## src/rtl/lights_pkg.sv

```systemverilog
// lights_pkg: shared encodings, command characters and FSM states for the LED show.
package lights_pkg;
  localparam int NUM_LEDS = 24;
  localparam int INT_W = 3;
  localparam int PAT_W = NUM_LEDS * INT_W;
  localparam logic [1:0] MODE_RANDOM = 2'd0;
  localparam logic [1:0] MODE_STORED = 2'd1;
  localparam logic [1:0] MODE_USER = 2'd2;
  localparam logic [7:0] CMD_LOAD = 8'h70;
  localparam logic [7:0] CMD_WRITE = 8'h77;
  localparam logic [7:0] CMD_LEND = 8'h6c;
  localparam logic [7:0] CMD_USER = 8'h75;
  localparam logic [7:0] CMD_RANDOM = 8'h72;
  localparam logic [7:0] CMD_STORED = 8'h73;
  localparam logic [7:0] CMD_INT = 8'h69;
  localparam logic [7:0] CMD_AUTO = 8'h61;
  typedef enum logic [2:0] {ST_IDLE, ST_LOAD, ST_WADDR, ST_LEND, ST_WRITE} state_e;
endpackage

```

## src/rtl/switch_timer.sv

```systemverilog
// switch_timer: counts ticks and pulses toggle on every SWITCH_TICKS-th tick; clr restarts it.
module switch_timer #(
  parameter int SWITCH_TICKS = 256
) (
  input  logic clk,
  input  logic rst,
  input  logic clr,
  input  logic tick,
  output logic toggle
);
  localparam int CW = SWITCH_TICKS > 1 ? $clog2(SWITCH_TICKS) : 1;
  localparam logic [CW-1:0] LAST = CW'(SWITCH_TICKS - 1);
  logic [CW-1:0] cnt_q, cnt_d;
  assign toggle = tick & ~clr & (cnt_q == LAST);
  always_comb cnt_d = clr ? '0 : !tick ? cnt_q : (cnt_q == LAST) ? '0 : cnt_q + CW'(1);
  always_ff @(posedge clk or posedge rst)
    if (rst) cnt_q <= '0;
    else cnt_q <= cnt_d;
endmodule

```

## src/rtl/show_scheduler.sv

```systemverilog
// show_scheduler: UART command decoder, source-mode sequencer and pattern-RAM port arbiter.
// Define SHOW_SCHEDULER_TIMEOUT_EN to abort partial commands after TIMEOUT_CYCLES idle cycles.
module show_scheduler
  import lights_pkg::*;
#(
  parameter int SWITCH_TICKS = 256,
  parameter int TIMEOUT_CYCLES = 1474560
) (
  input  logic             clk,
  input  logic             rst,
  input  logic             cmd_valid,
  input  logic [7:0]       cmd_byte,
  input  logic             tick,
  output logic [1:0]       mode,
  output logic [PAT_W-1:0] user_int,
  output logic [7:0]       ram_addr,
  output logic [PAT_W-1:0] ram_wdata,
  output logic             ram_we,
  output logic             busy
);
  state_e state_q, state_d;
  logic [3:0] cnt_q, cnt_d;
  logic [PAT_W-1:0] stage_q, stage_d, user_q, user_d;
  logic [7:0] waddr_q, waddr_d, loop_q, loop_d, play_q, play_d;
  logic [1:0] mode_q, mode_d;
  logic auto_q, auto_d, pend_q, pend_d;
  logic idle_cmd, clr, toggle, timeout, adv;

  assign idle_cmd = cmd_valid && state_q == ST_IDLE;
  assign clr = idle_cmd && (cmd_byte == CMD_RANDOM || cmd_byte == CMD_STORED ||
                            cmd_byte == CMD_INT || cmd_byte == CMD_AUTO);

  switch_timer #(.SWITCH_TICKS(SWITCH_TICKS)) u_timer (
    .clk(clk), .rst(rst), .clr(clr), .tick(tick), .toggle(toggle)
  );

`ifdef SHOW_SCHEDULER_TIMEOUT_EN
  localparam int TW = $clog2(TIMEOUT_CYCLES + 1);
  logic [TW-1:0] idle_q;
  assign timeout = state_q != ST_IDLE && !cmd_valid && idle_q == TW'(TIMEOUT_CYCLES - 1);
  always_ff @(posedge clk or posedge rst)
    if (rst) idle_q <= '0;
    else idle_q <= (cmd_valid || state_q == ST_IDLE) ? '0 : idle_q + TW'(1);
`else
  logic unused_timeout;
  assign unused_timeout = ^TIMEOUT_CYCLES;
  assign timeout = 1'b0;
`endif

  always_comb begin
    state_d = state_q;
    cnt_d = cnt_q;
    stage_d = stage_q;
    waddr_d = waddr_q;
    loop_d = loop_q;
    user_d = user_q;
    if (state_q == ST_WRITE || timeout) state_d = ST_IDLE;
    else if (cmd_valid)
      case (state_q)
        ST_IDLE: begin
          state_d = cmd_byte == CMD_LOAD ? ST_LOAD : cmd_byte == CMD_WRITE ? ST_WADDR :
                    cmd_byte == CMD_LEND ? ST_LEND : ST_IDLE;
          cnt_d = cmd_byte == CMD_LOAD ? 4'd0 : cnt_q;
          user_d = cmd_byte == CMD_USER ? stage_q : user_q;
        end
        ST_LOAD: begin
          stage_d = {stage_q[PAT_W-9:0], cmd_byte};
          cnt_d = cnt_q + 4'd1;
          state_d = cnt_q == 4'd8 ? ST_IDLE : ST_LOAD;
        end
        ST_WADDR: begin
          waddr_d = cmd_byte;
          state_d = ST_WRITE;
        end
        ST_LEND: begin
          loop_d = cmd_byte;
          state_d = ST_IDLE;
        end
        default: ;
      endcase
  end

  always_comb begin
    mode_d = mode_q;
    auto_d = auto_q;
    if (clr) begin
      auto_d = cmd_byte == CMD_AUTO;
      mode_d = cmd_byte == CMD_STORED ? MODE_STORED : cmd_byte == CMD_INT ? MODE_USER : MODE_RANDOM;
    end else if (auto_q && toggle) mode_d = mode_q == MODE_RANDOM ? MODE_STORED : MODE_RANDOM;
  end

  // A tick landing on the write cycle is deferred one cycle rather than dropped.
  assign ram_we = state_q == ST_WRITE;
  assign adv = (tick | pend_q) & ~ram_we;
  assign pend_d = ram_we & tick;
  assign play_d = !adv ? play_q : (play_q >= loop_q) ? 8'd0 : play_q + 8'd1;

  always_ff @(posedge clk or posedge rst)
    if (rst) begin
      state_q <= ST_IDLE;
      cnt_q <= '0;
      stage_q <= '0;
      user_q <= '0;
      waddr_q <= '0;
      loop_q <= 8'd255;
      play_q <= '0;
      mode_q <= MODE_RANDOM;
      auto_q <= 1'b1;
      pend_q <= 1'b0;
    end else begin
      state_q <= state_d;
      cnt_q <= cnt_d;
      stage_q <= stage_d;
      user_q <= user_d;
      waddr_q <= waddr_d;
      loop_q <= loop_d;
      play_q <= play_d;
      mode_q <= mode_d;
      auto_q <= auto_d;
      pend_q <= pend_d;
    end

  assign mode = mode_q;
  assign user_int = user_q;
  assign ram_wdata = stage_q;
  assign ram_addr = ram_we ? waddr_q : play_q;
  assign busy = state_q != ST_IDLE;
endmodule
```

## config.mk

```make
export PLATFORM = sky130hd
export DESIGN_NAME = show_scheduler
export DESIGN_NICKNAME = d
export VERILOG_FILES = /design/src/rtl/lights_pkg.sv /design/src/rtl/switch_timer.sv /design/src/rtl/show_scheduler.sv
export SDC_FILE = /design/constraint.sdc
export NUM_CORES = 1
export LEC_CHECK = 0
export CORE_MARGIN = 1.5
export CORE_UTILIZATION = 45
export DETAILED_ROUTE_END_ITERATION = 8
export PLACE_DENSITY = 0.75
export SETUP_SLACK_MARGIN = 0.15
export SYNTH_ARGS = -nofsm -noshare
export SYNTH_HDL_FRONTEND = slang
export SYNTH_SLANG_ARGS = --single-unit
```

## constraint.sdc

```tcl
create_clock -name clk -period 14.6 [get_ports clk]
set_input_delay 2.92 -clock clk [delete_from_list [all_inputs] [get_ports clk]]
set_output_delay 2.92 -clock clk [all_outputs]
set_load 0.02 [all_outputs]
```

==> results of run 1 <==
## cell families after synthesis
| kind of cell | after synthesis | synth area share [%] |
|---|---|---|
| AOI/OAI and AO/OA | 48 | 4.01 |
| xor gates and xnor gates | 4 | 0.430 |
| adders and majority gates | 12 | 1.84 |
| DFF | 187 | 57.6 |
| muxes | 170 | 26.7 |
| buffers and inverters | 39 | 3.69 |
| and+or+nand+nor | 87 | 5.77 |
## final timing paths
kind	start	to	slack (ns)	cells past startpoint
worst min register to register	user_int[70]	user_int[70]	0.49	1
worst max register to register	state_q[2]	user_int[12]	11.91	5
max in group asynchronous	rst	waddr_q[5]	9.90	3
worst max-delay path	state_q[1]	ram_addr[4]	8.94	3
min in group asynchronous	rst	user_int[55]	3.03	2
worst min-delay path	user_int[70]	user_int[70]	0.49	1
## flip-flops by register name, summed over array words and instances (netlist names)
| register | flops |
|---|---|
| ram_wdata | 72 |
| user_int | 72 |
| loop_q | 8 |
| play_q | 8 |
| u_timer.cnt_q | 8 |
| waddr_q | 8 |
| cnt_q | 4 |
| state_q | 3 |
| mode | 2 |
| auto_q | 1 |
| pend_q | 1 |
## per-stage QoR
stage	std cells	power, W	utilization (%)	instance area, µm²	setup slack, ns
after floorplan	547	0.000814	-	8150	6.61
after CTS	954	0.00142	58.6	10400	8.95
after global placement	922	0.000968	55.5	9900	8.89
after detailed placement	922	0.000983	55.5	9900	8.80
final	954	0.00141	58.6	10400	8.94
after global routing	954	0.00147	58.6	10400	8.79
## layout make-up
type | instances | area (µm²)
Inverter | 15 | 61.3
Fill cell | 1374 | 7390
Multi-Input combinational cell | 321 | 3160
Tap cell | 229 | 287
Clock buffer | 19 | 433
Sequential cell | 187 | 4690
Clock inverter | 13 | 119
Timing Repair Buffer | 170 | 1690
## per-layer routing
layer / vias up / share of wire, % / track usage, % / wire, µm
met5: - / 0 / 0 / 0
met4: 0 / 1.0 / 6.20 / 180
met3: 18 / 5.4 / 4.27 / 960
met2: 173 / 48 / 31.4 / 8470
met1: 2649 / 46 / 26.7 / 8190
li1: 2289 / - / - / -
## layout by cell type, fill, tap and decap left out, types with 2 or more instances in the layout
cell and n:
or3_1 5, nor3_1 2, inv_6 2, mux2_1 11, clkinv_2 4, nor2b_1 3, nor2_1 16, mux2_2 86
dfrtp_1 178, o21ai_1 5, nand3_1 14, clkdlybuf4s50_1 167, clkinv_4 6, clkbuf_16 17, mux2_4 70, ha_1 12
inv_1 14, and3_1 4, clkbuf_1 2, nor4_1 2, a311oi_1 2, nand2b_1 7, mux2i_1 3, and4_1 2
a21o_1 5, xor2_1 3, buf_4 3, o21bai_1 2, a31oi_1 3, o21ai_0 4, dfstp_2 9, nand2_1 19
a21oi_1 11, nand3b_1 2, a22o_1 2, o31ai_1 3
## report_power, final
group | switching [W] | internal [W]
logic | 0.000146 | 0.000155
registers | 0.0000856 | 0.000584
clock network | 0.000199 | 0.000236
total | 0.000430 | 0.000976
==> results list, run 1 <==
* Total Routed Length: 17.8 mm
- For the pin with the worst max-slew slack, the measured transition is 1.21 ns.
- The number of gates resized after CTS was 0.
- Synthesis handed over a netlist of 547 instances.
* Register area share after synthesis: 57.6%
- The clock passes through at most 2 buffers.
- Drt initial violations: 246
- # DRC: 0
* Gp weighted congestion: 0.906
- In this run the clock root is driven by a clkbuf_16.
- Measured against its own limit, the worst slew margin works out to 19.5%.
- Once detail routing completed, the nets flagged for antenna violations numbered 0.
* Buffers & Inverters on Critical Path: 1
* Per-instance average area after synthesis: 14.9 µm²
* Worst vdd ir: 0.0000883 V
- Final Max Tran Viols: 0
- Cell with the largest stage delay on the worst path: nor3b_2
- At the worst endpoint, the arrival time is 2.74 ns.
* Sum Neg Setup Slack: 0 ns
* Worst setup path category: reg -> out
- Fmax achieved: 0.177 GHz
* Share of Yosys cell area claimed by the top area cell type: 54.7%
- Entering global routing, the biggest net connects 105 pins.
* Number of top-level design ports: 168
- Y dimension of the die: 138 µm
- After clock tree synthesis, the clock-pin slew on the worst setup and hold paths is 0.07 ns.
* Row count: 49
- Among all cell types in the netlist, the one instantiated most often is dfrtp_1.
- Syn-to-layout area delta: 28.2%
- The biggest area contributor in the post-synthesis netlist is dfrtp_1.
- Count of different cell masters after synthesis: 55
- Dividing the final minimum period by the clock period gives 38.7%.
* Cell breakdown of the critical path: nor3b_2 -> mux2_2 -> clkdlybuf4s50_1
- Among cell families on the critical path, the largest total delay comes from simple AND/OR/NAND/NOR gates.
* Total congestion overflow: 0
- Global-route wire length before repair: 28.4 mm
* Leakage power: 4.75 nW
- The routed layout has 5,129 vias.
- The number of failing hold endpoints at the final stage is 0.
- HPWL after DPL: 12.2 mm
- Most used standard cells in the synthesized netlist: 178 x dfrtp_1, 86 x mux2_2, 70 x mux2_4
- Maximum fanout along the worst path: 12
- Total of flip-flops plus latches after synthesis: 187
* Number of global-route vias before repair: 5,138
* Clock period minus worst slack: 5.66 ns
* Die W: 138 µm
* Antenna violations before repair: 0
- Final layout net count: 736
* Slowest Stage Delay on Critical Path: 0.84 ns
- After detailed routing, the average wire length per cell comes to 18.7 µm.
- Clock skew on the completed layout was measured at 0.0110 ns.
* Core area: 17,800 µm²
- PortBufs: 167
* Number of levels in the clock H-tree: 4
- The initial utilization of the core area, before any placement, comes to 45.7%.
* Number of hold-repair buffers added at the cts stage: 0
* Clock latency on the worst-skew pair: 0.43 ns
- Setup repair after global routing left no endpoint under its margin.
- Of the cells placed in the final design, the portion with a size suffix greater than 1 is 28.4%.
* # clock sinks: 187
* Required time of the critical path: 11.68 ns
- Dividing total power by cell area gives a power density of 135 nW/µm².
- Number of synthesized flops with an enable pin: 0
* Hold/Removal Path Class: reg -> reg
- Global routing consumed, over all layers together, 19.6% of the routing resources.
* Antenna diodes: 0
* Num CTS Buffers: 17
* Main synth FF type: dfrtp_1
* Drt pass-1 iters: 4
* Fraction of synthesis flops using an asynchronous set or reset pin: 100%
- Setup violations remaining at the end of the flow were counted as 0.
- Count of buffers added by post-CTS timing repair for setup: 0
- Netlist area before placement: 8150 µm²
* Number of synthesis warnings: 0
* Average vias per placed instance: 5.38
- The worst setup path is captured at a primary output.
- STA classifies the critical path startpoint as a flop.
- Number of nets in the synthesized netlist: 571
* Clock tree from TritonCTS: built
- Result of the run: complete, no violations
- Area of the die: 18,900 µm²
- Sorting the synthesized cells by area gives the leading types as dfrtp_1 55%, mux2_4 13%, mux2_2 12%, dfstp_2 2.9%, buf_12 2.0%.
* Smallest hold slack: 0.490 ns
- The tool flagged a number of max-cap violations equal to 0.
(Power assumes the default switching activity.)
==> run 2, diff against run 1 <==
==> constraint.sdc (replaced) <==
create_clock -name clk -period 5.22 [get_ports clk]
set_input_delay 1.044 -clock clk [delete_from_list [all_inputs] [get_ports clk]]
set_output_delay 1.044 -clock clk [all_outputs]
set_load 0.02 [all_outputs]
==> results list, run 2 (synthesis results as in run 1) <==
- The transition time at the pin with the least slew margin is 1.06 ns (was 1.21 ns).
* HPWL after DPL: 12.5 mm (was 12.2 mm)
- Clock period minus worst slack: 3.77 ns
* Routed wirelength normalized by instance count: 18.6 µm (was 18.7 µm)
- The total global-route track usage came to 19.8% (was 19.6%).
- The master cell of the clock root buffer was clkbuf_16 (unchanged).
* Area used by multi-input combinational logic: 3160 µm² (unchanged)
- The number of antenna violations at the first check in global routing came to 0 (unchanged).
- The clock tree from TritonCTS was built (unchanged).
* Number of vias in the routed layout: 5,094 (was 5,129)
* Total Routed Length: 17.8 mm (about the same)
- The share of final-layout standard cells stronger than drive strength 1 is 28.4% (about the same).
- Y dimension of the die: 138 µm (unchanged)
- The core area was 17,800 µm² (unchanged).
- Result of the run: complete, no violations (unchanged)
* Sum Neg Setup Slack: 0 ns (unchanged)
* Cell with the largest stage delay on the worst path: nor3b_2 (unchanged)
- Number of levels in the clock H-tree: 4 (unchanged)
- The number of gates given a new drive strength after cts is 0 (unchanged).
* Maximum Capacitance Violations: 0 (unchanged)
- The net count reported at finish is 737 (was 736).
* Area of the die: 18,900 µm² (unchanged)
* Most common cell after layout, fill and taps aside: dfrtp_1 (unchanged)
- Max_slew headroom: 29.5% (was 19.5%)
* Hold/Removal Path Class: reg -> reg (unchanged)
* Worst vdd ir: 0.000240 V (was 0.0000883 V)
- The amount of wire on met3 after detailed routing came to 938 µm (was 960 µm).
- Drt pass-1 iters: 5 (was 4)
- Clock-pin transition on the worst setup and hold timing paths: 0.07 ns (about the same)
- The instance count on the critical path came to 3 (unchanged).
- The final routed DRC violation total was 0 (unchanged).
- Setup repair after global routing missed its margin: false (unchanged).
- Clock Skews: 0.00960 ns (was 0.0110 ns)
* Required time of the critical path: 4.18 ns (was 11.68 ns)
* Maximum number of pins on one net before global-route repair: 85 (was 105)
- Clock latency on the worst-skew pair: 0.43 ns (about the same)
- The final critical-path setup slack was 1.45 ns (was 8.94 ns).
* Antenna-violating nets left: 0 (unchanged)
- Total of fill cells in the finished design: 1,350 (was 1,374)
- PortBufs: 167 (unchanged)
* Worst setup path category: reg -> out (unchanged)
- Sequential cell area: 4690 µm² (unchanged)
* Global-route wire length before repair: 28.3 mm (was 28.4 mm)
- The starting density of the core came to 45.7% (unchanged).
- Highest layer used for signal routing: met4 (unchanged)
* Fmax achieved: 0.266 GHz
- The number of pins with negative max-slew slack in the final report came to 0 (unchanged).
- The post-CTS repair timing setup buffer count is 0 (unchanged).
- The pre-CTS worst setup slack is 1.63 ns (was 8.80 ns).
* Routed metal-1 wire length: 7.88 mm (was 8.19 mm)
- The number of setup violations in the final report was 0 (unchanged).
- Num CTS Buffers: 17 (unchanged)
- Syn-to-layout area delta: 29.5% (was 28.2%)
* Row count: 49 (unchanged)
- The cell area after layout came to 10,500 µm² (was 10,400 µm²).
* Hold Crit Depth: 2 (was 1)
* Number of hold-repair buffers added at the cts stage: 0 (unchanged)
* Buffer depth of the longest clock path: 2 (unchanged)
* Count of endpoints failing hold in the final timing report: 0 (unchanged)
- The combined buffer and inverter count along the critical path was 1 (unchanged).
- The static leakage was 4.78 nW (was 4.75 nW).
- # clock sinks: 187 (unchanged)
- Slowest Stage Delay on Critical Path: 0.79 ns (was 0.84 ns)
- Number of top-level design ports: 168 (unchanged)
- The cell type group with the largest total delay on the critical path is simple AND/OR/NAND/NOR gates (unchanged).
- Total congestion overflow: 0 (unchanged)
- Cell breakdown of the critical path: nor3b_2 -> mux2_2 -> clkdlybuf4s50_1 (unchanged).
* Gp weighted congestion: 0.848 (was 0.906)
- Top library cells by usage in the layout, fill and taps aside: 178 x dfrtp_1, 167 x clkdlybuf4s50_1, 86 x mux2_2 (unchanged).
- The total inserted antenna cells was 0 (unchanged).
- The type of element capturing the critical path was a primary output (unchanged).
- The largest driver fanout on the critical path was 13 (was 12).
* Power density over the cells: 381 nW/µm² (was 135 nW/µm²)
- The average via count per standard cell came to 5.33 (was 5.38).
- The depth of the worst register-to-register path came to 5 (unchanged).
- Critical path data arrival time: 2.72 ns (was 2.74 ns)
- The type of origin of the critical path was a flop (unchanged).
* Die W: 138 µm (unchanged)
- Ratio of final minimum period to clock period: 72.1%
* Drt initial violations: 244 (was 246)
* Standard cell area after detailed placement: 9950 µm² (was 9900 µm²)
- The routed wire length on met2 came to 8.71 mm (was 8.47 mm).
* Number of global-route vias before repair: 5,178 (was 5,138)
## run 2: changes by cell type in the layout (fill, tap and decap cells not counted)
cell	previous run	this run
buf_12	0	4
clkinv_2	4	0
buf_4	3	0
clkinv_4	6	3
clkinvlp_4	1	3
inv_8	0	2
bufinv_16	1	2
clkbuf_1	2	3
clkinv_8	0	1
## run 2: metrics by stage
stage	utilization, %	total power, W	hold WS, ns	instances
finish	59.1	0.00402	0.485	955
global route	59.1	0.00420	0.525	955
CTS	59.1	0.00406	0.487	955
detailed placement	55.8	0.00275	0.477	923
global placement	55.8	0.00272	0.475	923
floorplan	-	0.00228	0.461	547
## run 2: worst reg2reg max path: stages (launching register included)
cell	delay [ns]
dfrtp_1	0.55
nor3b_2	0.79
o21bai_1	0.58
or3_1	0.23
a21oi_1	0.06
a21o_1	0.18
## run 2: routing by layer
layer / vias up / GRT usage, %
met5: - / 0
met4: 0 / 6.90
met3: 20 / 4.71
met2: 175 / 32.6
met1: 2619 / 25.6
li1: 2280 / -
## run 2: final cells by class
| type | instances | share of cell area [%] |
|---|---|---|
| Inverter | 15 | 0.569 |
| Timing Repair Buffer | 171 | 16.6 |
| Multi-Input combinational cell | 321 | 30.0 |
| Clock buffer | 20 | 4.14 |
| Sequential cell | 187 | 44.5 |
| Tap cell | 229 | 2.72 |
| Clock inverter | 12 | 1.49 |
## run 2: final timing paths
check                                end        from  slack (ns)
min reg2reg                    loop_q[4]   loop_q[4]        0.49
max in group asynchronous  ram_wdata[37]         rst        3.07
min in group asynchronous  ram_wdata[11]         rst        1.20
min                            loop_q[4]   loop_q[4]        0.49
max reg2reg                    play_q[5]  state_q[0]        2.73
max                          ram_addr[7]  state_q[0]        1.45
## run 2: power by group
part	total (W)	internal, W	leakage [nW]	switching [W]
Sequential	0.00188	0.00163	2.52	0.000250
Combinational	0.000842	0.000437	1.98	0.000405
Clock	0.00129	0.000721	0.282	0.000570
Total	0.00402	0.00279	4.78	0.00123
